### config.mk
export PLATFORM = sky130hd
export DESIGN_NAME = d2_uop_sequencer_flat
export DESIGN_NICKNAME = d
export VERILOG_FILES = /design/src/rtl/d2_pkg.sv /design/src/rtl/d2_uop_sequencer_if.sv /design/src/rtl/d2_hold_reg.sv /design/src/rtl/d2_uop_sequencer.sv /design/src/flat_wrapper.sv
export SDC_FILE = /design/constraint.sdc
export NUM_CORES = 1
export LEC_CHECK = 0
export ABC_AREA = 1
export BUFFER_PORTS_ARGS = -buffer_cell sky130_fd_sc_hd__buf_4
export CAP_MARGIN = 20
export CORE_AREA = 2 2 154 156
export CTS_BUF_LIST = sky130_fd_sc_hd__clkbuf_16
export DETAILED_ROUTE_END_ITERATION = 8
export DIE_AREA = 0 0 156 158
export PLACE_DENSITY = 0.76
export SETUP_SLACK_MARGIN = 0.02
export SYNTH_ARGS = -nofsm -noshare
export SYNTH_HDL_FRONTEND = slang
export SYNTH_SLANG_ARGS = --single-unit
### constraint.sdc
create_clock -name CLK -period 3.45 [get_ports CLK]
set_clock_uncertainty 0.15 [all_clocks]
set_input_delay 0.5175 -clock CLK [delete_from_list [all_inputs] [get_ports CLK]]
set_output_delay 0.5175 -clock CLK [all_outputs]
set_load 0.1 [all_outputs]
### src/rtl/d2_pkg.sv
// Shared definitions for the decode-two micro-op sequencer: state encoding,
// default sizing constants and the micro-op count clamp.
`default_nettype none

package d2_pkg;

   typedef enum logic [0:0] {
      D2_IDLE  = 1'b0,
      D2_ISSUE = 1'b1
   } d2_state_e;

   localparam int unsigned D2_DEF_UOP_W    = 3;
   localparam int unsigned D2_DEF_MAX_UOPS = 4;

   // A zero request still issues one micro-op; oversize requests saturate.
   function automatic int unsigned d2_clamp_cnt(input int unsigned cnt,
                                                input int unsigned max_uops);
      if (cnt == 0)
         return 1;
      else if (cnt > max_uops)
         return max_uops;
      else
         return cnt;
   endfunction

endpackage

`default_nettype wire

### src/rtl/d2_uop_sequencer_if.sv
// Decode-one / AG handshake bundle seen by the decode-two sequencer.
`default_nettype none

interface d2_uop_sequencer_if #(
   parameter int IR_W  = 128,
   parameter int UOP_W = 3
);
   logic             FLUSH;
   logic             D1_V;
   logic             D1_READY;
   logic [IR_W-1:0]  D1_IR;
   logic [31:0]      D1_EIP;
   logic [3:0]       D1_LEN;
   logic [15:0]      D1_CS;
   logic [UOP_W-1:0] D1_UOP_CNT;
   logic             AG_STALL;
   logic             D2_V;
   logic [IR_W-1:0]  D2_IR;
   logic [31:0]      D2_EIP;
   logic [31:0]      D2_NEXT_EIP;
   logic [15:0]      D2_CS;
   logic [UOP_W-1:0] D2_UOP_IDX;
   logic             D2_UOP_LAST;

   modport master (
      output FLUSH, D1_V, D1_IR, D1_EIP, D1_LEN, D1_CS, D1_UOP_CNT, AG_STALL,
      input  D1_READY, D2_V, D2_IR, D2_EIP, D2_NEXT_EIP, D2_CS, D2_UOP_IDX,
             D2_UOP_LAST
   );

   modport slave (
      input  FLUSH, D1_V, D1_IR, D1_EIP, D1_LEN, D1_CS, D1_UOP_CNT, AG_STALL,
      output D1_READY, D2_V, D2_IR, D2_EIP, D2_NEXT_EIP, D2_CS, D2_UOP_IDX,
             D2_UOP_LAST
   );
endinterface

`default_nettype wire

### src/rtl/d2_hold_reg.sv
// Enable-loaded holding register with asynchronous active-low clear.
`default_nettype none

module d2_hold_reg #(
   parameter int W = 8
) (
   input  wire logic         i_clk,
   input  wire logic         i_rst_n,
   input  wire logic         i_en,
   input  wire logic [W-1:0] i_d,
   output logic      [W-1:0] o_q
);

   always_ff @(posedge i_clk or negedge i_rst_n) begin
      if (!i_rst_n)
         o_q <= '0;
      else if (i_en)
         o_q <= i_d;
   end

endmodule

`default_nettype wire

### src/rtl/d2_uop_sequencer.sv
// Decode-two sequencer: latches one decoded instruction and issues it to AG
// as 1..MAX_UOPS indexed micro-ops under a valid/stall handshake with flush.
`default_nettype none

module d2_uop_sequencer
   import d2_pkg::*;
#(
   parameter int          IR_W     = 128,
   parameter int          UOP_W    = int'(D2_DEF_UOP_W),
   parameter int unsigned MAX_UOPS = D2_DEF_MAX_UOPS
) (
   input wire logic           CLK,
   input wire logic           RST,
   d2_uop_sequencer_if.slave  bus
);

   d2_state_e        r_state;
   d2_state_e        w_state_nxt;
   logic [UOP_W-1:0] r_idx;
   logic [UOP_W-1:0] w_idx_nxt;
   logic [UOP_W-1:0] w_cnt;
   logic [UOP_W-1:0] w_eff_cnt;
   logic [31:0]      w_next_eip;
   logic             w_issue;
   logic             w_last;
   logic             w_ready;
   logic             w_accept;
   logic             w_consume;

   assign w_eff_cnt  = UOP_W'(d2_clamp_cnt(32'(bus.D1_UOP_CNT), MAX_UOPS));
   assign w_next_eip = bus.D1_EIP + {28'b0, bus.D1_LEN};

   assign w_issue   = (r_state == D2_ISSUE);
   assign w_last    = w_issue && (r_idx == (w_cnt - UOP_W'(1)));
   // Ready looks straight through AG_STALL so the last micro-op and the next
   // bundle can hand over on the same edge without a bubble.
   assign w_ready   = RST && !bus.FLUSH && (!w_issue || (w_last && !bus.AG_STALL));
   assign w_accept  = bus.D1_V && w_ready;
   assign w_consume = w_issue && !bus.AG_STALL;

   always_comb begin
      w_state_nxt = r_state;
      w_idx_nxt   = r_idx;
      if (bus.FLUSH) begin
         w_state_nxt = D2_IDLE;
         w_idx_nxt   = '0;
      end else if (w_accept) begin
         w_state_nxt = D2_ISSUE;
         w_idx_nxt   = '0;
      end else if (w_consume) begin
         if (w_last) begin
            w_state_nxt = D2_IDLE;
            w_idx_nxt   = '0;
         end else begin
            w_idx_nxt = r_idx + UOP_W'(1);
         end
      end
   end

   always_ff @(posedge CLK or negedge RST) begin
      if (!RST) begin
         r_state <= D2_IDLE;
         r_idx   <= '0;
      end else begin
         r_state <= w_state_nxt;
         r_idx   <= w_idx_nxt;
      end
   end

   d2_hold_reg #(.W(IR_W)) u_ir (
      .i_clk(CLK), .i_rst_n(RST), .i_en(w_accept), .i_d(bus.D1_IR), .o_q(bus.D2_IR)
   );

   d2_hold_reg #(.W(32)) u_eip (
      .i_clk(CLK), .i_rst_n(RST), .i_en(w_accept), .i_d(bus.D1_EIP), .o_q(bus.D2_EIP)
   );

   d2_hold_reg #(.W(32)) u_next_eip (
      .i_clk(CLK), .i_rst_n(RST), .i_en(w_accept), .i_d(w_next_eip), .o_q(bus.D2_NEXT_EIP)
   );

   d2_hold_reg #(.W(16)) u_cs (
      .i_clk(CLK), .i_rst_n(RST), .i_en(w_accept), .i_d(bus.D1_CS), .o_q(bus.D2_CS)
   );

   d2_hold_reg #(.W(UOP_W)) u_cnt (
      .i_clk(CLK), .i_rst_n(RST), .i_en(w_accept), .i_d(w_eff_cnt), .o_q(w_cnt)
   );

   assign bus.D1_READY    = w_ready;
   assign bus.D2_V        = w_issue;
   assign bus.D2_UOP_IDX  = r_idx;
   assign bus.D2_UOP_LAST = w_last;

endmodule

`default_nettype wire

### src/flat_wrapper.sv
// flat-port wrapper written by rule: the top's interface ports become plain ports
module d2_uop_sequencer_flat import d2_pkg::*;
#(
   parameter int          IR_W     = 128,
   parameter int          UOP_W    = int'(D2_DEF_UOP_W),
   parameter int unsigned MAX_UOPS = D2_DEF_MAX_UOPS
)
  (CLK, RST, bus_FLUSH, bus_D1_V, bus_D1_IR, bus_D1_EIP, bus_D1_LEN, bus_D1_CS, bus_D1_UOP_CNT, bus_AG_STALL, bus_D1_READY, bus_D2_V, bus_D2_IR, bus_D2_EIP, bus_D2_NEXT_EIP, bus_D2_CS, bus_D2_UOP_IDX, bus_D2_UOP_LAST);
  d2_uop_sequencer_if #(.IR_W(IR_W), .UOP_W(UOP_W)) bus_i ();
  input wire logic CLK;
  input wire logic RST;
  input wire logic [$bits(bus_i.FLUSH)-1:0] bus_FLUSH;
  input wire logic [$bits(bus_i.D1_V)-1:0] bus_D1_V;
  input wire logic [$bits(bus_i.D1_IR)-1:0] bus_D1_IR;
  input wire logic [$bits(bus_i.D1_EIP)-1:0] bus_D1_EIP;
  input wire logic [$bits(bus_i.D1_LEN)-1:0] bus_D1_LEN;
  input wire logic [$bits(bus_i.D1_CS)-1:0] bus_D1_CS;
  input wire logic [$bits(bus_i.D1_UOP_CNT)-1:0] bus_D1_UOP_CNT;
  input wire logic [$bits(bus_i.AG_STALL)-1:0] bus_AG_STALL;
  output wire logic [$bits(bus_i.D1_READY)-1:0] bus_D1_READY;
  output wire logic [$bits(bus_i.D2_V)-1:0] bus_D2_V;
  output wire logic [$bits(bus_i.D2_IR)-1:0] bus_D2_IR;
  output wire logic [$bits(bus_i.D2_EIP)-1:0] bus_D2_EIP;
  output wire logic [$bits(bus_i.D2_NEXT_EIP)-1:0] bus_D2_NEXT_EIP;
  output wire logic [$bits(bus_i.D2_CS)-1:0] bus_D2_CS;
  output wire logic [$bits(bus_i.D2_UOP_IDX)-1:0] bus_D2_UOP_IDX;
  output wire logic [$bits(bus_i.D2_UOP_LAST)-1:0] bus_D2_UOP_LAST;
  assign bus_i.FLUSH = bus_FLUSH;
  assign bus_i.D1_V = bus_D1_V;
  assign bus_i.D1_IR = bus_D1_IR;
  assign bus_i.D1_EIP = bus_D1_EIP;
  assign bus_i.D1_LEN = bus_D1_LEN;
  assign bus_i.D1_CS = bus_D1_CS;
  assign bus_i.D1_UOP_CNT = bus_D1_UOP_CNT;
  assign bus_i.AG_STALL = bus_AG_STALL;
  assign bus_D1_READY = bus_i.D1_READY;
  assign bus_D2_V = bus_i.D2_V;
  assign bus_D2_IR = bus_i.D2_IR;
  assign bus_D2_EIP = bus_i.D2_EIP;
  assign bus_D2_NEXT_EIP = bus_i.D2_NEXT_EIP;
  assign bus_D2_CS = bus_i.D2_CS;
  assign bus_D2_UOP_IDX = bus_i.D2_UOP_IDX;
  assign bus_D2_UOP_LAST = bus_i.D2_UOP_LAST;
  d2_uop_sequencer #(.IR_W(IR_W), .UOP_W(UOP_W), .MAX_UOPS(MAX_UOPS)) u_core (.CLK(CLK), .RST(RST), .bus(bus_i));
endmodule
### Word level (Yosys, flattened, before mapping)

Cells that the tools add are included.

| storage, ports and cells | value |
|---|---|
| register bits | 215 |
| input port bits | 188 |
| output and inout port bits | 214 |
| logic and storage cells | 36 |

| operators by class | value |
|---|---|
| add/subtract/negate cells | 3 |
| $lt $le $gt $ge | 1 |
| eq/ne operators | 1 |
| multiplexer cells | 10 |
| reductions and logical operators | 14 |

Operators with widths:

| cell | count |
|---|---|
| $add 32x4->32 | 1 |
| $mux 3 | 6 |
| $logic_and 1x1->1 | 6 |
| $reduce_bool 3->1 | 2 |
| $mux 1 | 4 |
| $add 3x1->3 const B | 1 |
| $eq 3x3->1 | 1 |
| $gt 3x3->1 const B | 1 |
| $logic_not 1->1 | 3 |
| $logic_not 3->1 | 1 |
| $sub 3x1->3 const B | 1 |
| $reduce_and 2->1 | 1 |
| $logic_or 1x1->1 | 1 |

### Logic depth before layout (Yosys ltp)

| logic depth | value |
|---|---|
| depth after elaboration | 9 |
| mapped depth | 14 |
| mapped depth without buffers | 12 |

### Cells and area by module

From an unflattened synthesis, not the netlist that was laid out.

| second synthesis, totals | value |
|---|---|
| cells, all modules | 1103 |
| area total of the unflattened synthesis | 9582.9 um^2 |

By module, submodules not included:

| module | times used | cells an instance | area each (um^2) | sequential area each (um^2) |
|---|---|---|---|---|
| d2_hold_reg (u_core.u_ir) | 1 | 541 | 4959.8 | 3203.1 |
| d2_hold_reg (u_core.u_eip ...) | 2 | 136 | 1292.5 | 800.8 |
| d2_uop_sequencer | 1 | 209 | 1281.2 | 100.1 |
| d2_hold_reg (u_core.u_cs) | 1 | 68 | 644.4 | 400.4 |
| d2_hold_reg (u_core.u_cnt) | 1 | 13 | 112.6 | 75.1 |

### Least setup slack after synthesis

No wires, ideal clock.

| path | value |
|---|---|
| kind | reg2out |
| start | register u_core.r_idx[0] (netlist: u_core.bus.D2_UOP_IDX[0]) |
| end | output bus_D1_READY |
| data arrival time | 2.233 ns |
| path slack | 0.550 ns |
| stages on the path, launching flop included | 9 |
| buffers on the path | 0 |
| cells stage by stage | dfrtp_1 -> inv_1 -> nand2_1 -> nand3_1 -> nor2_1 -> nand3_1 -> nand2_1 -> nand2_1 -> inv_1 |

| between the ends | value |
|---|---|
| longest elaborated chain between the ends | 5 |

RTL lines:

| what | RTL line | RTL |
|---|---|---|
| start: declaration | d2_uop_sequencer.sv:19 | `logic [UOP_W-1:0] r_idx;` |
| start signal: assignment | d2_uop_sequencer.sv:66 | `r_idx <= w_idx_nxt;` |
| $eq 3x3->1 | d2_uop_sequencer.sv:34 | `assign w_last = w_issue && (r_idx == (w_cnt - UOP_W'(1)));` |
| $logic_and 1x1->1 | d2_uop_sequencer.sv:34 |  |
| $logic_and 1x1->1 | d2_uop_sequencer.sv:37 | `assign w_ready = RST && !bus.FLUSH && (!w_issue \|\| (w_last && !bus.AG_STALL));` |
| $logic_or 1x1->1 | d2_uop_sequencer.sv:37 |  |
| $logic_and 1x1->1 | d2_uop_sequencer.sv:37 |  |
| end: declaration | flat_wrapper.sv:20 | `output wire logic [$bits(bus_i.D1_READY)-1:0] bus_D1_READY;` |

No other way between the ends.

### Worst setup path after layout

| path | value |
|---|---|
| start | register u_core.u_cnt.o_q[0] |
| end | output bus_D1_READY |

| between the ends | value |
|---|---|
| longest elaborated chain between the ends | 6 |

RTL lines:

| what | RTL line | RTL |
|---|---|---|
| start: declaration | d2_hold_reg.sv:11 | `output logic [W-1:0] o_q` |
| start signal: assignment | d2_hold_reg.sv:18 | `o_q <= i_d;` |
| $sub 3x1->3 | d2_uop_sequencer.sv:34 |  |
| $eq 3x3->1 | d2_uop_sequencer.sv:34 |  |
| $logic_and 1x1->1 | d2_uop_sequencer.sv:34 |  |
| $logic_and 1x1->1 | d2_uop_sequencer.sv:37 |  |
| $logic_or 1x1->1 | d2_uop_sequencer.sv:37 |  |
| $logic_and 1x1->1 | d2_uop_sequencer.sv:37 |  |

No other way between the ends.

==> impl_metrics.py <==
metrics = {
    "timing": {
        "finalSetupTns_ps": 0,
        "rsz0062_at_grt": "false",
        "finalSetupViolations": 0,
        "slew-limit-headroom": 0.361,
        "fin_crit_ps": 2770,
        "fin_crit_sh": 0.802,
        "max_freq_ghz": 0.361,
        "hold_viol": 0,
        "fin_ws_ps": 684,
        "maxSlewViolCount": 0,
        "fin_hold_ws_ps": 45.6,
        "worst_pin_slew_ps": 959,
    },
    "yosys": {
        "yosysTopAreaCell": "dfrtp_1",
        "synth_cells": 1100,
        "synth_area_leaders": "dfrtp_1, nand2_1, inv_1",
        "yosysSeqAreaShare": 0.587,
        "synth_top_cell_area_share": 0.587,
        "ys_types": 25,
        "synth_area_um2": 9160,
        "synth_simple_gate_area_share": 0.309,
        "ys_seq_elements": 215,
        "synth_mux_area_frac": 0,
        "synth_xor_xnor_area_share": 0.0220,
        "yosysWarnings": 0,
        "synth_top_family_by_area": "simple AND/OR/NAND/NOR gates",
        "synth.net_count": 1295,
        "synth_compound_area_frac": 0.0208,
        "synth_flop_cell": "dfrtp_1",
        "synthAdderAreaFrac": 0.0104,
        "synth_edf_count": 0,
        "synth.avg_cell_area_um2": 8.33,
        "async_flop_share": 1.00,
    },
    "power": {
        "combPwrFrac": 0.487,
        "swShare": 0.512,
        "power_leakage_nw": 7.36,
        "seq_power_share": 0.295,
        "p_clk_frac": 0.219,
        "worst_ir_drop_vdd_uv": 534,
        "p_sw_mw": 5.75,
        "finalPower_mw": 11.2,
        "power_per_cell_area_nw_per_um2": 856,
        "internal-power_mw": 5.48,
    },
    "place": {
        "placed_cell_area_um2": 12300,
        "gp_congestion": 0.887,
        "port_buffers": 401,
        "place_inst": 1751,
        "place_ws_ps": 916,
        "dp_hpwl_mm": 21.1,
    },
    "route": {
        "routedWlPerCell_um": 16.1,
        "vias": 8552,
        "via_per_inst": 4.76,
        "firstDrtPassIters": 5,
        "drtIter0Drc": 593,
        "drc": 0,
        "antenna_left": 0,
        "wl_mm": 28.9,
    },
    "setup_path": {
        "cp.buffers_inverters": 4,
        "crit_path_top_delay_cell": "dfrtp_1",
        "path_cells": "inv_1 > ha_1 > inv_1 > nand2_1 > nand2_1 > nor2_1 > nand3_1 > nand2_1 > nand2_1 > inv_1 > buf_4",
        "reg2reg_from": "u_core.u_cnt.o_q[0]",
        "reg2reg_slack_ps": 920,
        "slowest_delay_ps": 360,
        "crit_arrival_ps": 2100,
        "worstPathRequired_ps": 2780,
        "startpoint": "u_core.u_cnt.o_q[0]",
        "cp_top_family": "simple AND/OR/NAND/NOR gates",
        "startpoint_type": "flip-flop",
        "endpoint_kind": "output port",
        "cp_common_cell": "nand2_1",
        "critPathMaxFanout": 3,
        "path_class": "reg2out",
    },
    "global_routing": {
        "grt_pass1_vias": 8296,
        "grt_pass1_wl_mm": 43.5,
        "grt_antenna_before_repair": 1,
        "grt_max_degree": 141,
        "gr-total-overflow": 0,
        "grt_use_total": 0.222,
    },
    "clocking": {
        "numCtsBuffers": 24,
        "cts_setup_buffers": 0,
        "cts.clk_slew.worst_paths_ps": 60,
        "cts_resized": 0,
        "cts_sinks": 215,
        "cts_root_buf": "clkbuf_16",
        "clk_latency_ps": 510,
        "cts_tree": "yes",
        "clock_path_buffers": 3,
        "cts_htree_levels": 1,
    },
    "final_layout": {
        "final_cell_mix": "nand2_1, buf_4, dfrtp_1",
        "nets": 1683,
        "areaGrowthSynthToFinish_pct": 43.1,
        "final_common_cell": "nand2_1",
        "fin_area_um2": 13100,
        "drive_above_1_share": 0.293,
        "fin_cells": 1795,
        "final_util": 0.569,
    },
    "floorplan": {
        "rows": 56,
        "die_y_um": 158,
        "initial_core_util": 0.397,
        "pin_count": 402,
        "core_area_um2": 23100,
        "die_w_um": 156,
        "dieArea_um2": 24600,
    },
    "worst_hold_path": {
        "hp-start": "bus_D1_IR[64]",
        "worstHoldPathType": "in2reg",
    },
    "job": {
        "drv_cap": 0,
    },
    "status": {
        "status": "finished, final reports clean",
    },
}
## worst paths after layout
| path | end | cells past startpoint |
|---|---|---|
| worst max-delay path | bus_D1_READY | 11 |
| worst min-delay path | u_core.u_ir.o_q[64] | 3 |
| worst max register to register | u_core.u_ir.o_q[54] | 13 |
| worst min register to register | u_core.u_cs.o_q[15] | 2 |
| min in group asynchronous | u_core.u_cs.o_q[13] | 2 |
| max in group asynchronous | u_core.u_ir.o_q[120] | 3 |
## Yosys cell counts, drive strengths merged, types with 2 or more instances
master / number
nand2: 651
dfrtp: 215
buf: 41
inv: 41
o21ai: 34
nor2: 32
nand3: 18
xor2: 16
nand4: 12
nor3: 11
xnor2: 7
clkbuf: 6
ha: 6
a21oi: 4
nand3b: 2
## power by group through the flow
stage | registers (mW) | logic, mW | clock network [mW]
6_report | 3.31 | 5.47 | 2.45
5_1_grt | 3.36 | 5.65 | 2.63
4_1_cts | 3.31 | 5.50 | 2.51
3_5_place_dp | 3.34 | 5.49 | 0
3_3_place_gp | 3.33 | 5.45 | 0
2_1_floorplan | 6.91 | 0.552 | 0
## cells by family (layout without fill, tap and decap cells)
kind of cell / after synthesis / count (layout)
flops: 215 / 215
buf+inv: 88 / 492
xor+xnor: 23 / 23
other cells: 0 / 1
compound gates: 38 / 38
fa+ha+maj: 7 / 7
simple gates: 729 / 729
## area by class of cell
cell class / count / area, µm²
multi-input cells: 797 / 3320
clock buffers: 25 / 626
inverters: 41 / 159
diodes: 1 / 2.50
well taps: 290 / 363
repair buffers: 409 / 3130
flip-flops and latches: 215 / 5380
fillers: 2128 / 9940
clock inverters: 17 / 125
## registers in the layout, indices dropped and copies added (netlist names)
name                   cells
u_core.u_next_eip.o_q     32
u_core.bus.D2_V            1
u_core.bus.D2_UOP_IDX      3
u_core.u_ir.o_q          128
u_core.u_eip.o_q          32
u_core.u_cnt.o_q           3
u_core.u_cs.o_q           16
## tightest hold or removal path: stages
cell	delay, ps
buf_4	70
nand2_1	40
nand2_1	40
## layer usage
layer  share of wire  routed length (µm)  track usage  up-vias
li1                -                   -            -     4143
met1            0.39               11400        0.265     4034
met2            0.50               14400        0.394      334
met3           0.089                2570       0.0641       41
met4           0.021                 604       0.0616        0
met5               0                   0            0        -
## timing repair
action | 4_1_cts | 5_1_grt
hold buffers | 1 | 0
endpoints found under the setup margin | 0 | 0
endpoints found under the hold margin | 11 | 0
Power figures use the tool's default switching activity.
